<file path="config.mk">
export PLATFORM = sky130hd
export DESIGN_NAME = seq_divider_flat
export DESIGN_NICKNAME = d
export VERILOG_FILES = /design/src/rtl/seq_divider_if.sv /design/src/rtl/seq_divider.sv /design/src/flat_wrapper.sv
export SDC_FILE = /design/constraint.sdc
export NUM_CORES = 1
export LEC_CHECK = 0
export ABC_AREA = 1
export CAP_MARGIN = 20
export CELL_PAD_IN_SITES_DETAIL_PLACEMENT = 1
export CELL_PAD_IN_SITES_GLOBAL_PLACEMENT = 1
export CORE_MARGIN = 1
export CORE_UTILIZATION = 40
export DETAILED_ROUTE_END_ITERATION = 12
export PLACE_DENSITY = 0.83
export SLEW_MARGIN = 25
export SYNTH_ARGS = -nofsm -noshare
export SYNTH_HDL_FRONTEND = slang
export SYNTH_SLANG_ARGS = --single-unit
</file>
<file path="constraint.sdc">
create_clock -name clk -period 1.9 [get_ports clk]
set_input_delay 0.19 -clock clk [delete_from_list [all_inputs] [get_ports clk]]
set_output_delay 0.19 -clock clk [all_outputs]
set_load 0.01 [all_outputs]
</file>
<file path="src/rtl/seq_divider_if.sv">
// Request/result bundle between a divider client and seq_divider.
// Latency: none (wires only).
// Backpressure: none; the client must watch busy, and start is ignored while busy.
interface seq_divider_if;
    logic        start;
    logic [15:0] dividend;
    logic [7:0]  divisor;
    logic [15:0] quotient;
    logic [7:0]  remainder;
    logic        busy;
    logic        done;
    logic        div_by_zero;

    // Client side: issues operands, observes results.
    modport master (
        output start, dividend, divisor,
        input  quotient, remainder, busy, done, div_by_zero
    );

    // Divider side.
    modport slave (
        input  start, dividend, divisor,
        output quotient, remainder, busy, done, div_by_zero
    );
endinterface

</file>
<file path="src/rtl/seq_divider.sv">
// Restoring unsigned 16/8 divider, one quotient bit per clock, MSB first.
// Latency: done is high 17 edges after the accepting edge (1 edge for divide by zero).
// Backpressure: none; start is sampled only in IDLE and ignored while busy.
module seq_divider (
    input  logic          clk,
    input  logic          reset_a,
    seq_divider_if.slave  bus
);

    typedef enum logic [1:0] {
        IDLE = 2'd0,
        CALC = 2'd1,
        DONE = 2'd2
    } state_t;

    state_t      state;
    state_t      state_nxt;

    // The dividend register shifts its MSB out into the partial remainder
    // each step and takes the new quotient bit in at the bottom, so after
    // 16 steps it holds the finished quotient.
    logic [15:0] dvd_sh;
    logic [7:0]  dvs;
    logic [3:0]  cnt;
    logic [8:0]  prem;

    logic [15:0] quo;
    logic [7:0]  rem;
    logic        dbz;

    logic        accept;
    logic        last_step;

    // One guard bit above the 9-bit partial remainder so the borrow of the
    // trial subtraction shows up as the MSB.
    logic [9:0]  shifted;
    logic [9:0]  trial;
    logic        qbit;
    logic [8:0]  prem_nxt;

    assign accept    = (state == IDLE) && bus.start;
    assign last_step = (state == CALC) && (cnt == 4'd15);

    // Trial subtraction for the current step.
    always_comb begin
        shifted  = {prem, dvd_sh[15]};
        trial    = shifted - {2'b00, dvs};
        qbit     = ~trial[9];
        prem_nxt = qbit ? trial[8:0] : shifted[8:0];
    end

    // State register.
    always_ff @(posedge clk or negedge reset_a) begin
        if (!reset_a) begin
            state <= IDLE;
        end else begin
            state <= state_nxt;
        end
    end

    // Next-state logic; a zero divisor skips straight to DONE.
    always_comb begin
        state_nxt = state;
        case (state)
            IDLE: begin
                if (bus.start) begin
                    state_nxt = (bus.divisor == 8'd0) ? DONE : CALC;
                end
            end
            CALC: begin
                if (cnt == 4'd15) begin
                    state_nxt = DONE;
                end
            end
            DONE: begin
                state_nxt = IDLE;
            end
            default: begin
                state_nxt = IDLE;
            end
        endcase
    end

    // Operand latch and per-step datapath.
    always_ff @(posedge clk or negedge reset_a) begin
        if (!reset_a) begin
            dvd_sh <= 16'h0000;
            dvs    <= 8'h00;
            cnt    <= 4'd0;
            prem   <= 9'h000;
        end else if (accept) begin
            dvd_sh <= bus.dividend;
            dvs    <= bus.divisor;
            cnt    <= 4'd0;
            prem   <= 9'h000;
        end else if (state == CALC) begin
            dvd_sh <= {dvd_sh[14:0], qbit};
            prem   <= prem_nxt;
            cnt    <= cnt + 4'd1;
        end
    end

    // Result registers: written only when an operation completes, held otherwise.
    always_ff @(posedge clk or negedge reset_a) begin
        if (!reset_a) begin
            quo <= 16'h0000;
            rem <= 8'h00;
            dbz <= 1'b0;
        end else if (accept && (bus.divisor == 8'd0)) begin
            quo <= 16'hFFFF;
            rem <= 8'h00;
            dbz <= 1'b1;
        end else if (last_step) begin
            quo <= {dvd_sh[14:0], qbit};
            rem <= prem_nxt[7:0];
            dbz <= 1'b0;
        end
    end

    assign bus.quotient    = quo;
    assign bus.remainder   = rem;
    assign bus.div_by_zero = dbz;
    assign bus.busy        = (state != IDLE);
    assign bus.done        = (state == DONE);

endmodule

</file>
<file path="src/flat_wrapper.sv">
// flat-port wrapper written by rule: the top's interface ports become plain ports
module seq_divider_flat 
  (clk, reset_a, bus_start, bus_dividend, bus_divisor, bus_quotient, bus_remainder, bus_busy, bus_done, bus_div_by_zero);
  seq_divider_if bus_i ();
  input  logic clk;
  input  logic reset_a;
  input wire logic [$bits(bus_i.start)-1:0] bus_start;
  input wire logic [$bits(bus_i.dividend)-1:0] bus_dividend;
  input wire logic [$bits(bus_i.divisor)-1:0] bus_divisor;
  output wire logic [$bits(bus_i.quotient)-1:0] bus_quotient;
  output wire logic [$bits(bus_i.remainder)-1:0] bus_remainder;
  output wire logic [$bits(bus_i.busy)-1:0] bus_busy;
  output wire logic [$bits(bus_i.done)-1:0] bus_done;
  output wire logic [$bits(bus_i.div_by_zero)-1:0] bus_div_by_zero;
  assign bus_i.start = bus_start;
  assign bus_i.dividend = bus_dividend;
  assign bus_i.divisor = bus_divisor;
  assign bus_quotient = bus_i.quotient;
  assign bus_remainder = bus_i.remainder;
  assign bus_busy = bus_i.busy;
  assign bus_done = bus_i.done;
  assign bus_div_by_zero = bus_i.div_by_zero;
  seq_divider u_core (.clk(clk), .reset_a(reset_a), .bus(bus_i));
endmodule
</file>
After elaboration in Yosys (flattened, before gate mapping)
Cells that the tools add are included.
{"block": "totals", "reg_bits": 64, "output_inout_bits": 27, "elab_cells": 42}
{"block": "op_classes", "add_sub_neg": 2, "eq_ne": 5, "mux": 17, "bitwise_logic": 1, "n_reduce_logical": 9}
{"operator": "$mux 16", "count": 4}
{"operator": "$mux 9", "count": 3}
{"operator": "$mux 8", "count": 2}
{"operator": "$sub 10x8->10", "count": 1}
{"operator": "$logic_not 8->1", "count": 1}
{"operator": "$mux 4", "count": 2}
{"operator": "$mux 2", "count": 3}
{"operator": "$reduce_bool 2->1", "count": 3}
{"operator": "$add 4x1->4 const B", "count": 1}
{"operator": "$eq 4x4->1 const B", "count": 1}
{"operator": "$pmux 2 s2", "count": 1}
{"operator": "$logic_and 1x1->1", "count": 3}
{"operator": "$eq 2x1->1 const B", "count": 1}
{"operator": "$eq 2x2->1 const B", "count": 1}
{"operator": "$logic_not 2->1", "count": 1}
{"operator": "$mux 1", "count": 2}
{"operator": "$ne 2x1->1 const B", "count": 1}
{"operator": "$ne 2x2->1 const B", "count": 1}
{"operator": "$reduce_and 2->1", "count": 1}
{"operator": "$not 1->1", "count": 1}

Longest topological paths before layout
Gate-level depths: netlist (run 1).
{"block": "depth", "depth_word": 4, "depth_mapped": 14, "mapped_depth_nobuf": 14}

Worst setup path before layout (run 1)
No wires, ideal clock.
{"block": "synth_timing", "path_kind": "reg-to-reg", "start": "register u_core.prem[5]", "end": "register u_core.rem[4] (netlist: u_core.bus.remainder[4])", "setup_time_ns": 0.117, "arrival_ns": 1.634, "path_slack_ns": 0.149, "path_stages_with_launch": 10, "n_path_buf": 0, "period_less_slack_ns": 1.751, "path_cell_list": "dfrtp_1 ha_1 nand2_2 nand2_2 a21oi_2 nand4_4 nand2_8 nand2_4 nand3_1 nand2_1"}
{"block": "synth_between", "elab_chain_len": 4}
{"item": "from (decl)", "line_no": "seq_divider.sv:25", "text": "logic [8:0] prem;"}
{"item": "from (signal assigned)", "line_no": "seq_divider.sv:98", "text": "prem <= prem_nxt;"}
{"item": "$sub 10x8->10", "line_no": "seq_divider.sv:47", "text": "trial = shifted - {2'b00, dvs};"}
{"item": "$mux 9", "line_no": "seq_divider.sv:49", "text": "prem_nxt = qbit ? trial[8:0] : shifted[8:0];"}
{"item": "$mux 8", "line_no": "seq_divider.sv:113", "text": "end else if (last_step) begin"}
{"item": "$mux 8", "line_no": "seq_divider.sv:109", "text": "end else if (accept && (bus.divisor == 8'd0)) begin"}
{"item": "to (signal assigned)", "line_no": "seq_divider.sv:115", "text": "rem <= prem_nxt[7:0];"}
{"item": "to (decl)", "line_no": "seq_divider.sv:28", "text": "logic [7:0] rem;"}
No other way between the ends. The select of a mux whose other input is x is not followed.
A chain may end at the register's enable or synchronous reset.

Worst setup path in the final report (run 1)
{"block": "layout_timing", "start": "register u_core.prem[5]", "end": "register u_core.rem[5] (netlist: u_core.bus.remainder[5])"}
The elaborated chain is that of the path after synthesis.

==> flow_summary.ini, run 1 <==
[timing]
slew_headroom = 0.5962
rsz0062_at_grt = true
fin_tns_setup_ps = -892.4
tightest_slew_ps = 605.8
fin_ws_ps = -125.5
clock_skew_ps = 11.21
setup_viol = 17
fin_crit_sh = 1.066
hold_viol = 0
fin_crit_ps = 2025
slew_viol_final = 0
whs_ps = 377.4
max_freq_mhz = 493.7

[floorplan]
design.core.area_sq_mm = 0.007848
dieWidth_um = 92.79
fp-row-count = 32
die_area_sq_mm = 0.008609
start_util = 0.4201
die_height_um = 92.79
pin_count = 54

[worst_setup_path]
cp_data_arrival_time_ps = 2320
end_kind = flop
critPathSlowestCell = dfrtp_1
critical_path_peak_fanout = 6
crit_chain = ha_4 > nand2_2 > nand2_4 > a21oi_4 > nand4_4 > buf_6 > nand3_2 > nand3_1 > nand2_1
critPathLaunch = u_core.prem[5]
critPathBufInv = 1
rr_endpoint = u_core.bus.remainder[5]
crit_end = u_core.bus.remainder[5]
crit_required_ps = 2190
crit_family = simple AND/OR/NAND/NOR gates
timing.rr.start = u_core.prem[5]
crit_cells = 9
cp_slowest_stage_delay_ps = 420
rr_worst_depth = 9
start_kind = flop
worst-setup-path-type = reg2reg
r2r_slack_ps = -130

[run]
cap_violations = 0

[grt]
grt_pass1_wl_um = 17000
grt_pass1_vias = 3331
grt_max_degree = 26
grt_overflow = 0
antenna_found_initial = 0
track_usage = 0.2640

[layout]
area_delta_synth_final_pct = 43.91
finalNetCount = 511
multi_input_area_sq_mm = 0.001703
fillCellCount = 910
diodes = 0
area.sequential_sq_mm = 0.001604
final_util = 0.6046
layout-drive-gt1-share = 0.2651

[power_and_ir_drop]
ir_drop_mv = 0.9329
p_leak_nw = 2.230
p_total_w = 0.01112
power_density_mw_per_mm2 = 2344

[route]
drc = 0
viasPerCell = 5.396
totalWireLength_um = 12290
vias = 3135
ant_nets = 0
wire_per_inst_um = 21.15
drt_iter0_drc = 199
dr.pass1.iters = 4

[synth]
async_flop_share = 1.000
synth_top_area_frac = 0.4858
synth_cells = 382
synth.cell_area_sq_mm = 0.003297
yosysSeqAreaShare = 0.4858
synth_seq_cells = 64
yosysUniqueCellTypes = 33
synth_area_leaders = dfrtp_1 49%, nand2_1 9.8%, inv_1 6.5%
syn-num-nets = 419
avgSynthCellArea_sq_um = 8.631
synth_flop_cell = dfrtp_1
ys_warn_count = 0
yosysTopAreaCell = dfrtp_1
synth_enable_flop_cells = 0

[worst_hold_path]
hp-class = in2async

[cts]
worstSkewPairLatency_ps = 360
cts-root-buf = clkbuf_8
tritoncts = yes
cts_sinks = 64
clockBufferDepth = 2
htreeDepth = 3
cts_buffers = 9
path_clk_slew_ps = 80

[placement]
hpwlAfterDp_um = 6802
place_congestion = 0.8293
portBuffers = 53
place_ws_ps = -31.45

[outcome]
violations = setup timing
status = finished, violations left
==> synth_stat cells, types with 2 or more instances <==
cell and instances:
a21oi_1 19, buf_2 4, clkbuf_1 4, dfrtp_1 64
ha_1 9, inv_1 57, inv_2 2, nand2_1 86
nand2_2 10, nand2_4 9, nand3_1 42, nand3b_1 3
nand4_1 3, nor2_1 20, nor2_2 4, o21ai_0 13
o221ai_1 14, xnor2_1 4
==> layer usage <==
layer | up-vias | global-route usage | wire length (um)
met1 | 1559 | 0.3009 | 4778
met3 | 41 | 0.04926 | 529
met4 | 0 | 0.1423 | 535
li1 | 1425 | - | -
met2 | 110 | 0.4645 | 6444
met5 | - | 0 | 0
==> metrics by stage <==
stage | cell area, sq um | instances
after global placement | 4115 | 554
after CTS | 4483 | 574
after global routing | 4745 | 581
after detailed placement | 4115 | 554
after floorplan | 3297 | 382
final | 4745 | 581
==> cells by family after synthesis <==
logic type               share of synthesized area
adder cells (fa/ha/maj)                    0.04023
flip-flops                                  0.4858
buffers and inverters                      0.08539
XOR/XNOR                                   0.01063
AO/OA/AOI/OAI                              0.09943
AND/OR/NAND/NOR                             0.2786
==> registers in the layout (all words and copies together), names as in the netlist <==
name,flops
u_core.dvs,8
u_core.bus.remainder,8
u_core.bus.quotient,16
u_core.state,2
u_core.bus.div_by_zero,1
u_core.cnt,4
u_core.dvd_sh,16
u_core.prem,9
==> final cells by class <==
cell class	instances	share of cell area
clock inverters	6	0.02426
inverters	61	0.04958
clock buffers	10	0.02901
well taps	102	0.02690
flip-flops and latches	64	0.3381
multi-input cells	249	0.3589
repair buffers	89	0.1733
==> where the power goes <==
part           internal (W)  switching (W)  total [W]
registers           0.00205       0.000517    0.00257
clock network      0.000915       0.000608    0.00152
logic               0.00298        0.00405    0.00703
==> cells in the final DEF (no fill, tap or decap), drive strengths merged <==
cell type,synthesis,final
ha,9,9
buf,6,36
a21oi,20,20
nor2,25,25
o211ai,1,1
a22oi,1,1
a22o,1,1
o221ai,14,14
clkinv,1,2
clkbuf,4,10
dlygate4sd3,0,1
nand2,106,108
xnor2,4,4
nand4,4,4
clkinvlp,0,2
nand3,44,44
o22ai,1,1
inv,60,60
nand3b,3,3
dfrtp,64,64
bufinv,0,3
fa,1,1
clkdlybuf4s50,0,52
o21ai,13,13
==> worst min-delay path by stage <==
stage / from / end / slack [ps] / cells past startpoint
2_1_floorplan: reset_a / u_core.bus.div_by_zero / -110 / 0
3_3_place_gp: reset_a / u_core.bus.quotient[3] / 220 / 1
3_5_place_dp: reset_a / u_core.bus.div_by_zero / 220 / 1
4_1_cts: reset_a / u_core.bus.div_by_zero / 360 / 2
5_1_grt: reset_a / u_core.bus.div_by_zero / 420 / 2
6_report: reset_a / u_core.bus.div_by_zero / 380 / 2
==> timing repair <==
action	CTS	global route
gates resized for setup	8	45
endpoints found under the setup margin	21	25
setup buffers	3	5
hold endpoints to repair	22	0
hold buffers	1	0
cloned	0	2
pin swaps	0	15
(Power assumes the default switching activity.)
==> inputs of run 2 (changes only) <==
- ABC_AREA: 1 -> not set
- PLACE_DENSITY: 0.83 -> 0.82
- RECOVER_POWER: not set -> 50
==> flow_summary.ini, run 2 <==
[cts]
path_clk_slew_ps = 80
tritoncts = yes
clockBufferDepth = 2
htreeDepth = 3
cts_sinks = 64
cts-root-buf = clkbuf_8
worstSkewPairLatency_ps = 340
cts_buffers = 9

[layout]
finalNetCount = 490
design_area_sq_mm = 0.004669
area_delta_synth_final_pct = 47.74
finalNonFillerCells = 560
mostFrequentLayoutCell = dfrtp_1
area.sequential_sq_mm = 0.001602
final_cell_mix = 64 x dfrtp_1, 60 x nand2_1, 53 x buf_4
multi_input_area_sq_mm = 0.001622
fillCellCount = 866
layout-drive-gt1-share = 0.2511
diodes = 0

[route]
dr.pass1.iters = 4
ant_nets = 0
wire_per_inst_um = 22.47
viasPerCell = 5.905
vias = 3307
drt_iter0_drc = 300
totalWireLength_um = 12580
drc = 0

[grt]
grt_pass1_vias = 3513
antenna_found_initial = 0
track_usage = 0.3013
grt_overflow = 0
grt_pass1_wl_um = 19020
grt_max_degree = 65

[timing]
fin_tns_setup_ps = -5603
fin_ws_ps = -443.7
slew_headroom = 0.3979
setup_viol = 19
rsz0062_at_grt = true
slew_viol_final = 0
hold_viol = 0
tightest_slew_ps = 903.2
fin_crit_ps = 2344
max_freq_mhz = 426.7
clock_skew_ps = 8.306
fin_crit_sh = 1.234
whs_ps = 453.3

[power_and_ir_drop]
power_density_mw_per_mm2 = 2238
ir_drop_mv = 0.8356
p_leak_nw = 2.059
p_total_w = 0.01045

[placement]
dp_cells = 535
dpl_cell_area_sq_mm = 0.004190
place_congestion = 0.8670
hpwlAfterDp_um = 7241
portBuffers = 53

[worst_setup_path]
critPathLaunch = u_core.dvd_sh[15]
worst-setup-path-type = reg2reg
timing.rr.start = u_core.dvd_sh[15]
cp_data_arrival_time_ps = 2600
start_kind = flop
crit_required_ps = 2160
rr_worst_depth = 10
rr_endpoint = u_core.prem[8]
crit_end = u_core.prem[8]
r2r_slack_ps = -440
critical_path_peak_fanout = 3
end_kind = flop

[synth]
async_flop_share = 1.000
yosysSeqAreaShare = 0.5067
synth_top_area_frac = 0.5067
synth_area_leaders = dfrtp_1 51%, nand2_1 7.4%, nor2_1 4.0%
synth_enable_flop_cells = 0
yosysUniqueCellTypes = 44
synthTopCellsByCount = 64 x dfrtp_1, 62 x nand2_1, 34 x nor2_1
yosysTopAreaCell = dfrtp_1
synth_flop_cell = dfrtp_1
synth_cells = 348
synth.most_common_cell = dfrtp_1
ys_warn_count = 0
syn-num-nets = 385
synth.cell_area_sq_mm = 0.003161
avgSynthCellArea_sq_um = 9.082
synth_seq_cells = 64

[worst_hold_path]
hp-class = in2reg

[floorplan]
start_util = 0.4111
fp-row-count = 32
dieWidth_um = 90.89
design.core.area_sq_mm = 0.007687
die_height_um = 90.89
die_area_sq_mm = 0.008261
pin_count = 54

[outcome]
status = finished, violations left
violations = setup timing

[run]
cap_violations = 0
## run 2: changes by cell type in the layout (fill, tap and decap cells not counted), moves of 14 or more
cell and change:
buf_4 +22, o221ai_1 -14, a22oi_1 +14, inv_1 -45, nand2_1 -20, nand3_2 -15
## run 2: metal layers
layer / vias up / share of wire / global-route usage / wire [um]
li1: 1431 / - / - / -
met1: 1651 / 0.40 / 0.3662 / 4992
met2: 163 / 0.50 / 0.5189 / 6257
met3: 62 / 0.055 / 0.05135 / 690
met4: 0 / 0.051 / 0.1429 / 640
met5: - / 0 / 0 / 0
## run 2: report_power, final
| part | internal (W) | switching, W | total, W | leakage (nW) |
|---|---|---|---|---|
| registers | 0.00204 | 0.000546 | 0.00258 | 0.772 |
| clock network | 0.000779 | 0.000584 | 0.00136 | 0.109 |
| logic | 0.00301 | 0.00349 | 0.00650 | 1.18 |
## run 2: critical path, stage by stage, from the launching register on
cell and delay, ps:
dfrtp_1 400, inv_2 90, ha_4 150, inv_2 40
fa_2 410, a211oi_4 290, o21bai_1 140, a31o_2 260
nor3_1 230, nand3_1 130, o211ai_1 110
## run 2: worst min-delay path by stage
stage | start | endpoint | cells after the start
final | bus_divisor[2] | u_core.dvs[2] | 3
after global routing | bus_dividend[6] | u_core.dvd_sh[6] | 3
after CTS | reset_a | u_core.bus.quotient[2] | 3
after detailed placement | reset_a | u_core.bus.quotient[2] | 2
after global placement | reset_a | u_core.bus.quotient[3] | 2
after floorplan | reset_a | u_core.bus.div_by_zero | 0
## run 2: timing repair
item,in CTS,in global routing
hold buffers,1,0
pin swaps,30,20
setup endpoints to repair,23,24
endpoints found under the hold margin,64,0
setup buffers,4,11
resized for setup,26,15
## run 2: cell type report
class,instances,share of cell area
Clock inverter,6,0.01983
Inverter,12,0.009646
Multi-Input combinational cell,250,0.3473
Tap cell,102,0.02733
Clock buffer,10,0.02947
Sequential cell,64,0.3430
Timing Repair Buffer,116,0.2235
## run 2: per-stage QoR
step	util	worst slack [ps]
global placement	0.5451	-254.9
floorplan	-	-245.9
finish	0.6074	-443.7
CTS	0.5942	-229.8
detailed placement	0.5451	-336.9
global route	0.6074	-430.7
## run 2: cell families (layout without fill, tap and decap cells)
group | after synthesis | count (layout) | synth area share
compound gates | 88 | 88 | 0.1849
fa+ha+maj | 10 | 10 | 0.04196
buf+inv | 34 | 144 | 0.04355
xor+xnor | 5 | 5 | 0.01386
flops | 64 | 64 | 0.5067
simple gates | 147 | 147 | 0.2090
